===== src/rtl/display_scan_pkg.sv =====
// Shared constants and types for the 4-digit 7-segment scan driver.
// Segment codes are active-low {g,f,e,d,c,b,a}.
package display_scan_pkg;

    localparam logic [6:0] SEG_BLANK = 7'b1111111;
    localparam logic [3:0] AN_OFF    = 4'b1111;

    localparam logic [6:0] SEG_0 = 7'b1000000;
    localparam logic [6:0] SEG_1 = 7'b1111001;
    localparam logic [6:0] SEG_2 = 7'b0100100;
    localparam logic [6:0] SEG_3 = 7'b0110000;
    localparam logic [6:0] SEG_4 = 7'b0011001;
    localparam logic [6:0] SEG_5 = 7'b0010010;
    localparam logic [6:0] SEG_6 = 7'b0000010;
    localparam logic [6:0] SEG_7 = 7'b1111000;
    localparam logic [6:0] SEG_8 = 7'b0000000;
    localparam logic [6:0] SEG_9 = 7'b0010000;
    localparam logic [6:0] SEG_A = 7'b0001000;
    localparam logic [6:0] SEG_B = 7'b0000011;
    localparam logic [6:0] SEG_C = 7'b1000110;
    localparam logic [6:0] SEG_D = 7'b0100001;
    localparam logic [6:0] SEG_E = 7'b0000110;
    localparam logic [6:0] SEG_F = 7'b0001110;

    typedef struct packed {
        logic [3:0] an;
        logic [6:0] seg;
        logic       dp;
    } disp_t;

    localparam disp_t DISP_RESET = '{an: AN_OFF, seg: SEG_BLANK, dp: 1'b1};

    // Selects the nibbles at and above digit idx; all-zero there means a leading zero.
    function automatic logic [15:0] lead_mask(input logic [1:0] idx);
        return 16'hFFFF << {idx, 2'b00};
    endfunction

endpackage


===== src/rtl/display_scan_hex7seg.sv =====
// Combinational hex nibble to active-low 7-segment decoder.
module display_scan_hex7seg
    import display_scan_pkg::*;
(
    input  logic [3:0] nibble,
    output logic [6:0] seg
);

    always_comb begin
        seg = SEG_BLANK;
        unique case (nibble)
            4'h0: seg = SEG_0;
            4'h1: seg = SEG_1;
            4'h2: seg = SEG_2;
            4'h3: seg = SEG_3;
            4'h4: seg = SEG_4;
            4'h5: seg = SEG_5;
            4'h6: seg = SEG_6;
            4'h7: seg = SEG_7;
            4'h8: seg = SEG_8;
            4'h9: seg = SEG_9;
            4'hA: seg = SEG_A;
            4'hB: seg = SEG_B;
            4'hC: seg = SEG_C;
            4'hD: seg = SEG_D;
            4'hE: seg = SEG_E;
            4'hF: seg = SEG_F;
            default: seg = SEG_BLANK;
        endcase
    end

endmodule


===== src/rtl/display_scan.sv =====
// Holds a CPU-written 16-bit value and time-multiplexes it onto a common-anode
// 4-digit 7-segment display, one digit per SCAN_DIV cycles.
module display_scan
    import display_scan_pkg::*;
#(
    parameter int unsigned SCAN_DIV      = 100000,
    parameter bit          BLANK_LEADING = 1'b1
) (
    input  logic        clk,
    input  logic        rst,
    input  logic        wr_en,
    input  logic [15:0] wr_data,
    input  logic [3:0]  wr_dp,
    output logic [15:0] rd_data,
    output logic [3:0]  an,
    output logic [6:0]  seg,
    output logic        dp
);

    localparam int unsigned      CNT_W   = $clog2(SCAN_DIV);
    localparam logic [CNT_W-1:0] CNT_MAX = CNT_W'(SCAN_DIV - 1);

    logic [15:0]      value_q, value_d;
    logic [3:0]       dp_mask_q, dp_mask_d;
    logic [CNT_W-1:0] cnt_q, cnt_d;
    logic [1:0]       idx_q, idx_d;
    disp_t            disp_q, disp_d;

    logic       wrap;
    logic       blank;
    logic [3:0] nibble;
    logic [6:0] seg_dec;

    display_scan_hex7seg u_hex7seg (
        .nibble (nibble),
        .seg    (seg_dec)
    );

    always_comb begin
        value_d   = value_q;
        dp_mask_d = dp_mask_q;
        if (wr_en) begin
            value_d   = wr_data;
            dp_mask_d = wr_dp;
        end

        wrap  = (cnt_q == CNT_MAX);
        cnt_d = wrap ? '0 : cnt_q + 1'b1;
        idx_d = wrap ? idx_q + 2'd1 : idx_q;

        // Output register looks at the pre-edge index/value, giving the
        // one-cycle lag after a write or a digit change.
        nibble = value_q[{idx_q, 2'b00} +: 4];
        blank  = BLANK_LEADING && (idx_q != 2'd0) && ((value_q & lead_mask(idx_q)) == 16'h0000);

        disp_d.an  = ~(4'b0001 << idx_q);
        disp_d.seg = blank ? SEG_BLANK : seg_dec;
        disp_d.dp  = ~dp_mask_q[idx_q];
    end

    always_ff @(posedge clk or posedge rst) begin
        if (rst) begin
            value_q   <= '0;
            dp_mask_q <= '0;
            cnt_q     <= '0;
            idx_q     <= '0;
            disp_q    <= DISP_RESET;
        end else begin
            value_q   <= value_d;
            dp_mask_q <= dp_mask_d;
            cnt_q     <= cnt_d;
            idx_q     <= idx_d;
            disp_q    <= disp_d;
        end
    end

    assign rd_data = value_q;
    assign an      = disp_q.an;
    assign seg     = disp_q.seg;
    assign dp      = disp_q.dp;

endmodule

===== config.mk =====
export PLATFORM = sky130hd
export DESIGN_NAME = display_scan
export DESIGN_NICKNAME = d
export VERILOG_FILES = /design/src/rtl/display_scan_pkg.sv /design/src/rtl/display_scan_hex7seg.sv /design/src/rtl/display_scan.sv
export SDC_FILE = /design/constraint.sdc
export NUM_CORES = 1
export LEC_CHECK = 0
export ABC_CLOCK_PERIOD_IN_PS = 2850
export CELL_PAD_IN_SITES_DETAIL_PLACEMENT = 2
export CELL_PAD_IN_SITES_GLOBAL_PLACEMENT = 2
export CORE_MARGIN = 2
export CORE_UTILIZATION = 34
export CTS_CLUSTER_DIAMETER = 100
export DETAILED_ROUTE_END_ITERATION = 8
export PLACE_DENSITY = 0.78
export RECOVER_POWER = 50
export SLEW_MARGIN = 10
export SYNTH_ARGS = -nofsm -noshare
export SYNTH_HDL_FRONTEND = slang
export SYNTH_HIERARCHICAL = 1
export SYNTH_SLANG_ARGS = --single-unit

===== constraint.sdc =====
create_clock -name clk -period 2.85 [get_ports clk]
set_input_delay 0.57 -clock clk [delete_from_list [all_inputs] [get_ports clk]]
set_output_delay 0.57 -clock clk [all_outputs]
set_load 0.005 [all_outputs]

==> metrics.md, run 1 <==
| Metric | Value |
|---|---|
| Largest cells by area after synthesis | `dfrtp_1 39%, dfstp_2 13%, mux2_2 9.4%` |
| Antenna violations before repair | `0` |
| CTS tree | `done` |
| Fraction of registers with async set/reset | `100.0%` |
| FF+latch count, synth | `51` |
| Worst min-delay path category | `reg2reg` |
| DR vias/cell | `4.907` |
| Max cap viols | `0` |
| ANT cells | `0` |
| Synth Instances | `198` |
| Mapped Nets | `234` |
| TritonRoute pass-1 iters | `4` |
| Post-cts sizing count | `0` |
| CTS Buf Count | `5` |
| Final period util | `84.26%` |
| Top cells by count, synth | `39 x dfrtp_1, 21 x mux2_2, 18 x nor2_1` |
| DRT iter0 DRCs | `44` |
| CP max FO | `7` |
| Critical Path RT | `3.11 ns` |
| Placed Instance Area | `3158 sq um` |
| Unrepaired setup endpoints after global routing | `no` |
| Initial core utilization | `34.76%` |
| Worst slack at placement | `0.5012 ns` |
| Post-synth cell types | `38` |
| Static leakage | `1.403 nW` |
| Most frequent cell after synthesis | `dfrtp_1` |
| Setup repair bufs after CTS | `0` |
| Outcome | `finished, final reports clean` |
| GRT overflow | `0` |
| Drt total wl | `6.084 mm` |
| Clock skew | `0.005059 ns` |
| Power Dens Cells | `516.7 nW/um^2` |
| Share of cells above drive strength 1 | `23.83%` |
| Number of synthesized flops with an enable pin | `0` |
| DP Wirelength | `4.614 mm` |
| Clock Tree Root | `clkbuf_8` |
| Peak supply drop | `283.4 uV` |
| Endpoints failing setup | `0` |
| Core Area | `7214 sq um` |
| Endpoint class of the critical path | `register` |
| DR WL/cell | `17.14 um` |
| Worst-skew pair later-pin latency | `0.31 ns` |
| Clk slew on worst S/H paths | `0.10 ns` |
| Worst Setup Start Kind | `register` |
| Prevailing post-synth register cell | `dfrtp_1` |
| CTS Hold Bufs | `0` |
| Largest area contributor in the netlist | `dfrtp_1` |
| Synthesized area per cell | `12.66 sq um` |
| Final Max Slew Viols | `0` |
| CTS H-tree lvls | `2` |
| Largest net degree at the start of global routing | `27` |
| Fmax achieved | `416.4 MHz` |
| Final Wtd Congestion | `0.7616` |
| CTS Sinks | `51` |
| Vias in the first global route | `1982` |
| # rows | `31` |
| Die Wd | `89.88 um` |
| Synthesized area | `2507 sq um` |
| Syn. warnings | `6` |
| Setup slack after layout | `0.4485 ns` |
| Area growth syn-to-layout | `30.34%` |
| Share of the synthesized area in the top cell type | `38.92%` |
| Sequential area share after synthesis | `51.50%` |
| DR vias | `1742` |
| Slew margin rel. | `27.46%` |
| # DRC | `0` |
| Die Ht | `89.88 um` |
| Total track usage | `15.83%` |
| Hold Slack | `0.4926 ns` |
| Post-route ant nets | `0` |
| Kind of critical path | `reg2reg` |
| Final net count | `291` |
| Min Tclk post-route | `2.402 ns` |
| First-pass GRT wire length | `10.24 mm` |
| Clk buf depth | `2` |
| Crit path DAT | `2.67 ns` |
| Tightest Pin Transition | `1.088 ns` |
| Io pins | `51` |
| Post-Layout Inst Area | `3268 sq um` |
| Final hold vios | `0` |
| Setup_tns | `0 ns` |
| Die area | `8078 sq um` |
| PortBufs | `50` |
==> layout make-up <==
class | instances | area [sq um]
Fill cell | 755 | 3946
Sequential cell | 51 | 1291
Multi-Input combinational cell | 129 | 1140
Timing Repair Buffer | 56 | 535.5
Tap cell | 99 | 123.9
Clock buffer | 6 | 72.57
Clock inverter | 2 | 60.06
Inverter | 12 | 45.04
==> worst max-delay path, stage by stage (launching register included) <==
cell	delay (ns)
dfrtp_1	0.48
clkbuf_1	0.30
inv_1	0.15
ha_1	0.25
or4_1	0.53
nor4_1	0.32
buf_4	0.22
or2_2	0.11
==> worst paths after layout <==
| path | endpoint | slack, ns | cells past startpoint | start |
|---|---|---|---|---|
| min in group asynchronous | dp_mask_q[1]$_DFFE_PP0P_ | 0.92 | 2 | rst |
| setup reg to reg | seg[3]$_DFF_PP1_ | 0.45 | 7 | idx_q[0]$_DFFE_PP0N_ |
| hold / removal | cnt_q[0]$_DFF_PP0_ | 0.49 | 1 | cnt_q[0]$_DFF_PP0_ |
| max in group asynchronous | cnt_q[15]$_DFF_PP0_ | 0.75 | 3 | rst |
| hold reg to reg | cnt_q[0]$_DFF_PP0_ | 0.49 | 1 | cnt_q[0]$_DFF_PP0_ |
| setup / recovery | seg[3]$_DFF_PP1_ | 0.45 | 7 | idx_q[0]$_DFFE_PP0N_ |
==> power by group <==
part | total [W] | switching (W) | internal, W | leakage, nW
combinational | 0.000267 | 0.0000976 | 0.000169 | 0.727
sequential | 0.000818 | 0.0000344 | 0.000783 | 0.611
clock | 0.000604 | 0.000253 | 0.000351 | 0.0654
==> metrics by stage <==
| stage | cells | util [%] | power (W) |
|---|---|---|---|
| finish | 355 | 45.30 | 0.001689 |
| global route | 355 | 45.30 | 0.001762 |
| CTS | 355 | 45.61 | 0.001722 |
| detailed placement | 347 | 43.77 | 0.001109 |
| global placement | 347 | 43.77 | 0.001098 |
| floorplan | 198 | - | 0.0009531 |
==> kinds of logic (layout without fill, tap and decap cells) <==
| logic type | count (synthesis) | after routing | synth area share [%] |
|---|---|---|---|
| buffers and inverters | 18 | 76 | 3.043 |
| XOR/XNOR | 14 | 14 | 4.890 |
| AO/OA/AOI/OAI | 9 | 9 | 2.395 |
| flip-flops | 51 | 51 | 51.50 |
| multiplexers | 33 | 33 | 17.57 |
| AND/OR/NAND/NOR | 60 | 60 | 14.12 |
| adder cells (fa/ha/maj) | 13 | 13 | 6.487 |
==> routing by layer <==
metal / routed length [um] / share of wire (%) / vias up / track usage [%]
met4: 81 / 1.3 / 0 / 3.846
met3: 269 / 4.4 / 5 / 3.940
met5: 0 / 0 / - / 0
met1: 2654 / 44 / 893 / 19.90
met2: 3079 / 51 / 39 / 27.53
li1: - / - / 805 / -
==> flip-flops by register name, indices dropped and copies added, names as in the netlist <==
signal     flops
an             4
cnt_q         17
dp             1
dp_mask_q      4
idx_q          2
rd_data       16
seg            7
==> cell usage in the layout (no fill, tap or decap), types with 5 or more instances in the layout <==
cell / instances
dfstp_2: 12
nand2_1: 6
xnor2_1: 9
dfrtp_1: 39
clkdlybuf4s50_1: 48
xor2_1: 5
nand4_1: 6
nor2_1: 18
mux2i_1: 5
mux2_2: 21
ha_1: 13
clkbuf_8: 5
or2_2: 7
inv_1: 12
mux4_2: 5
nand3_1: 5
(Power assumes the default switching activity.)
==> run 2, diff against run 1 <==
--- a/config.mk
+++ b/config.mk
@@ -5,14 +5,14 @@
 export SDC_FILE = /design/constraint.sdc
 export NUM_CORES = 1
 export LEC_CHECK = 0
-export ABC_CLOCK_PERIOD_IN_PS = 2850
+export ABC_CLOCK_PERIOD_IN_PS = 2100
 export CELL_PAD_IN_SITES_DETAIL_PLACEMENT = 2
 export CELL_PAD_IN_SITES_GLOBAL_PLACEMENT = 2
 export CORE_MARGIN = 2
-export CORE_UTILIZATION = 34
+export CORE_UTILIZATION = 31
 export CTS_CLUSTER_DIAMETER = 100
 export DETAILED_ROUTE_END_ITERATION = 8
-export PLACE_DENSITY = 0.78
+export PLACE_DENSITY = 0.75
 export RECOVER_POWER = 50
 export SLEW_MARGIN = 10
 export SYNTH_ARGS = -nofsm -noshare
==> constraint.sdc (replaced) <==
create_clock -name clk -period 2.1 [get_ports clk]
set_input_delay 0.42 -clock clk [delete_from_list [all_inputs] [get_ports clk]]
set_output_delay 0.42 -clock clk [all_outputs]
set_load 0.005 [all_outputs]
==> run 2 against run 1 <==
Compared with the run above: final area is 6.2% higher; sequential share of layout area shrank 2.3 points; combinational power rose by 70%; via count up 3.3%; register-to-register slack got worse by 0.46 ns; the run now ends with negative setup slack left; final cell count up 6.8%; sequential cell count stayed put; worst hold slack gained 0.0052 ns; clock-buffer cell count up 2.
==> metrics.md, run 2 (same netlist as run 1, synthesis figures left out) <==
| Metric | Value |
|---|---|
| Outcome | `finished with violations` |
| Failing checks | `negative setup slack` |
| Antenna violations before repair | `0` |
| Worst slack at placement | `0.01214 ns` |
| Final Wtd Congestion | `0.7891` |
| Static leakage | `1.492 nW` |
| Peak supply drop | `284.3 uV` |
| First-pass GRT wire length | `10.91 mm` |
| Io pins | `51` |
| Final period util | `100.6%` |
| Die Wd | `93.94 um` |
| Min Tclk post-route | `2.113 ns` |
| CP Buf/Inv Count | `1` |
| Filler instances | `804` |
| Critical Path RT | `2.34 ns` |
| Clock Tree Root | `clkbuf_8` |
| TritonRoute pass-1 iters | `4` |
| Tightest Pin Transition | `1.286 ns` |
| ANT cells | `0` |
| Placed cell count | `359` |
| Biggest register | `cnt_q` |
| Vias in the first global route | `2097` |
| Final hold vios | `0` |
| Clk buf depth | `2` |
| CTS tree | `done` |
| Commonest non-fill, non-tap cells in the layout | `49 x clkdlybuf4s50_1, 39 x dfrtp_1, 22 x buf_4, 21 x mux2_2, 18 x nor2_1` |
| PortBufs | `50` |
| Largest register FFs | `17` |
| Post-route insts no fill | `379` |
| Crit-path most repeated cell | `mux4_2` |
| Final design utilization | `44.68%` |
| Clock skew | `0.006521 ns` |
| Max cap viols | `0` |
| Area growth syn-to-layout | `38.42%` |
| Critical path, cell by cell | `mux4_2 > buf_6 > ha_4 > mux4_2 > or2_4` |
| Post-route ant nets | `0` |
| Slew margin rel. | `14.24%` |
| Multi-input logic area | `1186 sq um` |
| Die area | `8824 sq um` |
| DP Wirelength | `4.653 mm` |
| Final net count | `312` |
| Endpoint class of the critical path | `register` |
| Share of cells above drive strength 1 | `34.30%` |
| Endpoints failing setup | `1` |
| Worst Setup Start Kind | `register` |
| Worst min-delay path category | `reg2reg` |
| Clk slew on worst S/H paths | `0.09 ns` |
| CTS Buf Count | `5` |
| Core Area | `7767 sq um` |
| Largest stage delay, worst path | `0.63 ns` |
| Critical-path top delay cell | `mux4_2` |
| DR vias | `1799` |
| CTS Hold Bufs | `0` |
| Total track usage | `15.90%` |
| Hold Slack | `0.4978 ns` |
| Final Max Slew Viols | `0` |
| Initial core utilization | `32.28%` |
| DR vias/cell | `4.747` |
| Unrepaired setup endpoints after global routing | `yes` |
| CP max FO | `6` |
| DR WL/cell | `17.14 um` |
| # rows | `32` |
| Drt total wl | `6.496 mm` |
| Largest delay contributor family on the critical path | `multiplexers` |
| Kind of critical path | `reg2reg` |
| Crit path DAT | `2.35 ns` |
| Largest net degree at the start of global routing | `52` |
| CTS H-tree lvls | `2` |
| Die Ht | `93.94 um` |
| Worst-skew pair later-pin latency | `0.30 ns` |
| CTS Sinks | `51` |
| Fmax achieved | `473.2 MHz` |
| Setup slack after layout | `-0.01327 ns` |
| FF+latch area | `1291 sq um` |
| Most common cell after layout, fill and taps aside | `clkdlybuf4s50_1` |
| GRT overflow | `0` |
| Power Dens Cells | `630.7 nW/um^2` |
| # DRC | `0` |
| DRT iter0 DRCs | `65` |
-- run 2: power breakdown --
group / internal [W] / switching, W
sequential: 0.00106 / 0.0000420
clock: 0.000302 / 0.000328
combinational: 0.000288 / 0.000166
total: 0.00165 / 0.000536
-- run 2: layer usage --
layer,GRT usage [%],wire length [um],up-vias
met5,0,0,-
met1,22.07,3076,918
met2,25.77,3203,32
met3,3.451,189,2
li1,-,-,847
met4,3.140,27,0
-- run 2: stage by stage --
stage / instance area (sq um) / total power, W / TNS [ns]
floorplan: 2555 / 0.001307 / -0.1176
global placement: 3257 / 0.001531 / 0
detailed placement: 3257 / 0.001543 / 0
CTS: 3445 / 0.002205 / 0
global route: 3471 / 0.002305 / -0.3301
finish: 3471 / 0.002189 / -0.01327
-- run 2: timing repair --
action                                  CTS  global route
resized for setup                         4             8
gates cloned                              0             0
pin swaps                                 2             6
buffers inserted                          9             3
endpoints found under the setup margin    7             7
-- run 2: area by class of cell --
cell class                      count  area share, %
Timing Repair Buffer               77          20.62
Multi-Input combinational cell    129          34.17
Clock buffer                        8          2.884
Tap cell                          102          3.677
Inverter                           12          1.442
Sequential cell                    51          37.20
-- run 2: worst reg2reg max path: stages (launching register included) --
cell and delay (ns):
dfrtp_1 0.42, mux4_2 0.63, buf_6 0.17, ha_4 0.15, mux4_2 0.46, or2_4 0.23
-- run 2: path summary, 6_finish.rpt --
check                                          to  slack (ns)  depth (start not counted)                  from
max reg2reg                      seg[3]$_DFF_PP1_       -0.01                          5  idx_q[1]$_DFFE_PP0N_
min reg2reg                    cnt_q[0]$_DFF_PP0_        0.50                          1    cnt_q[0]$_DFF_PP0_
max in group asynchronous  rd_data[4]$_DFFE_PP0P_        0.35                          3                   rst
min in group asynchronous      cnt_q[1]$_DFF_PP0_        0.98                          3                   rst
max                              seg[3]$_DFF_PP1_       -0.01                          5  idx_q[1]$_DFFE_PP0N_
min                            cnt_q[0]$_DFF_PP0_        0.50                          1    cnt_q[0]$_DFF_PP0_
==> run 3, diff against run 2 <==
--- a/config.mk
+++ b/config.mk
@@ -8,6 +8,7 @@
 export ABC_CLOCK_PERIOD_IN_PS = 2100
 export CELL_PAD_IN_SITES_DETAIL_PLACEMENT = 2
 export CELL_PAD_IN_SITES_GLOBAL_PLACEMENT = 2
+export CORE_ASPECT_RATIO = 1.2
 export CORE_MARGIN = 2
 export CORE_UTILIZATION = 31
 export CTS_CLUSTER_DIAMETER = 100
==> run 3 against run 2 <==
Compared with the run above: the flow still finishes with violations (negative setup slack); sequential cell count unchanged; clock power decreased by 3%; non-clock buffer count increased by 3; clock-buffer cell count is 2 lower; worst hold slack better by 0.016 ns; clock skew increased by 0.0025 ns; worst setup slack worse by 0.028 ns; die area barely moved; largest power group unchanged; highest routed layer unchanged.
==> metrics.md, run 3 (same netlist as run 1, synthesis figures left out) <==
| Metric | Value |
|---|---|
| Area growth syn-to-layout | `37.42%` |
| # rows | `35` |
| Initial core utilization | `32.35%` |
| Placed Instance Area | `3287 sq um` |
| Placed cell count | `353` |
| Reg-to-reg endpoint | `seg[0]$_DFF_PP1_` |
| Largest stage delay, worst path | `0.60 ns` |
| Hold Slack | `0.5134 ns` |
| Clock skew | `0.008974 ns` |
| Most common cell after layout, fill and taps aside | `clkdlybuf4s50_1` |
| Largest register FFs | `17` |
| CP Buf/Inv Count | `1` |
| Post-route insts no fill | `372` |
| Failing checks | `negative setup slack` |
| Final Wtd Congestion | `0.7995` |
| Share of cells above drive strength 1 | `34.64%` |
| First-pass GRT wire length | `10.70 mm` |
| Outcome | `finished with violations` |
| Static leakage | `1.500 nW` |
| Clk buf depth | `2` |
| WP depth | `7` |
| Power Dens Cells | `627.0 nW/um^2` |
| Final net count | `315` |
| Vias in the first global route | `1974` |
| CTS Sinks | `51` |
| Max cap viols | `0` |
| PortBufs | `50` |
| Largest delay contributor family on the critical path | `simple AND/OR/NAND/NOR gates` |
| Total track usage | `16.20%` |
| Unrepaired setup endpoints after global routing | `yes` |
| CTS H-tree lvls | `2` |
| Critical Path RT | `2.36 ns` |
| Reg2Reg Depth | `7` |
| Critical-path top delay cell | `mux4_2` |
| Critical path, cell by cell | `mux4_2 > inv_4 > ha_4 > and2b_2 > or3b_1 > o21ai_1 > or2_4` |
| Setup_tns | `-0.06067 ns` |
| Post-route ant nets | `0` |
| Final hold vios | `0` |
| Setup slack after layout | `-0.04120 ns` |
| Worst min-delay path category | `reg2reg` |
| CTS tree | `done` |
| DP Wirelength | `4.944 mm` |
| DR vias | `1856` |
| Die Ht | `102.5 um` |
| Peak supply drop | `220.3 uV` |
| DR WL/cell | `18.62 um` |
| Hold Path Depth | `1` |
| Worst r2r src | `idx_q[0]$_DFFE_PP0N_` |
| Final design utilization | `44.46%` |
| Hold path endpoint | `cnt_q[0]$_DFF_PP0_` |
| Hold wc startpoint | `cnt_q[0]$_DFF_PP0_` |
| CP max FO | `4` |
| Crit path DAT | `2.40 ns` |
| Clk slew on worst S/H paths | `0.10 ns` |
| Die Wd | `86.10 um` |
| Final period util | `102.0%` |
| Clock Tree Root | `clkbuf_8` |
| Slew margin rel. | `52.81%` |
| Final Max Slew Viols | `0` |
| TritonRoute pass-1 iters | `3` |
| Post-Layout Inst Area | `3446 sq um` |
| Commonest non-fill, non-tap cells in the layout | `49 x clkdlybuf4s50_1, 38 x dfrtp_1, 27 x buf_4, 21 x mux2_2, 18 x nor2_1` |
| Die area | `8827 sq um` |
| ANT cells | `0` |
| Endpoints failing setup | `3` |
| Antenna violations before repair | `0` |
| Tightest Pin Transition | `0.7071 ns` |
| DRT iter0 DRCs | `27` |
| Endpoint class of the critical path | `register` |
| Io pins | `51` |
| Worst-skew pair later-pin latency | `0.31 ns` |
| Worst Setup Start Kind | `register` |
| # DRC | `0` |
| Flop-to-flop setup slack | `-0.04 ns` |
| Core Area | `7751 sq um` |
| DR vias/cell | `4.989` |
| Biggest register | `cnt_q` |
| Kind of critical path | `reg2reg` |
| Drt total wl | `6.925 mm` |
| Filler instances | `783` |
| CTS Buf Count | `5` |
| GRT overflow | `0` |
| Min Tclk post-route | `2.141 ns` |
| Fmax achieved | `467.0 MHz` |
| Largest net degree at the start of global routing | `21` |
-- run 3: what timing repair did --
| item | in CTS | in global routing |
|---|---|---|
| hold buffers | 0 | 0 |
| endpoints found under the setup margin | 4 | 7 |
| setup buffers | 3 | 8 |
| resized for setup | 1 | 3 |
-- run 3: where the power goes --
part | internal, W | switching, W
sequential | 0.00106 | 0.0000412
combinational | 0.000276 | 0.000167
clock | 0.000270 | 0.000343
-- run 3: cell type report --
type | count | area, sq um | share of cell area, %
flip-flops and latches | 51 | 1292 | 37.51
multi-input cells | 129 | 1167 | 33.88
repair buffers | 80 | 724.4 | 21.02
well taps | 92 | 115.1 | 3.341
clock buffers | 6 | 82.58 | 2.397
inverters | 12 | 47.55 | 1.380
clock inverters | 2 | 16.27 | 0.4720
-- run 3: worst max path at each step --
| stage | start | to |
|---|---|---|
| 5_1_grt | idx_q[0]$_DFFE_PP0N_ | seg[0]$_DFF_PP1_ |
| 3_3_place_gp | idx_q[0]$_DFFE_PP0N_ | seg[3]$_DFF_PP1_ |
| 2_1_floorplan | idx_q[0]$_DFFE_PP0N_ | seg[0]$_DFF_PP1_ |
| 6_report | idx_q[0]$_DFFE_PP0N_ | seg[0]$_DFF_PP1_ |
| 3_5_place_dp | idx_q[0]$_DFFE_PP0N_ | seg[0]$_DFF_PP1_ |
| 4_1_cts | idx_q[0]$_DFFE_PP0N_ | seg[0]$_DFF_PP1_ |
-- run 3: per-layer routing --
layer / GRT usage, % / vias to the layer above / share of wire [%]
met5: 0 / - / 0
met3: 3.042 / 11 / 2.9
met2: 27.37 / 38 / 52
met1: 20.45 / 954 / 43
li1: - / 853 / -
met4: 6.716 / 0 / 2.4
-- run 3: metrics by stage --
stage          power, W  setup slack (ns)
2_1_floorplan  0.001307          -0.03589
3_3_place_gp   0.001543           0.04977
3_5_place_dp   0.001560          -0.03729
4_1_cts        0.002208         -0.009066
5_1_grt        0.002279           -0.1307
6_report       0.002161          -0.04120
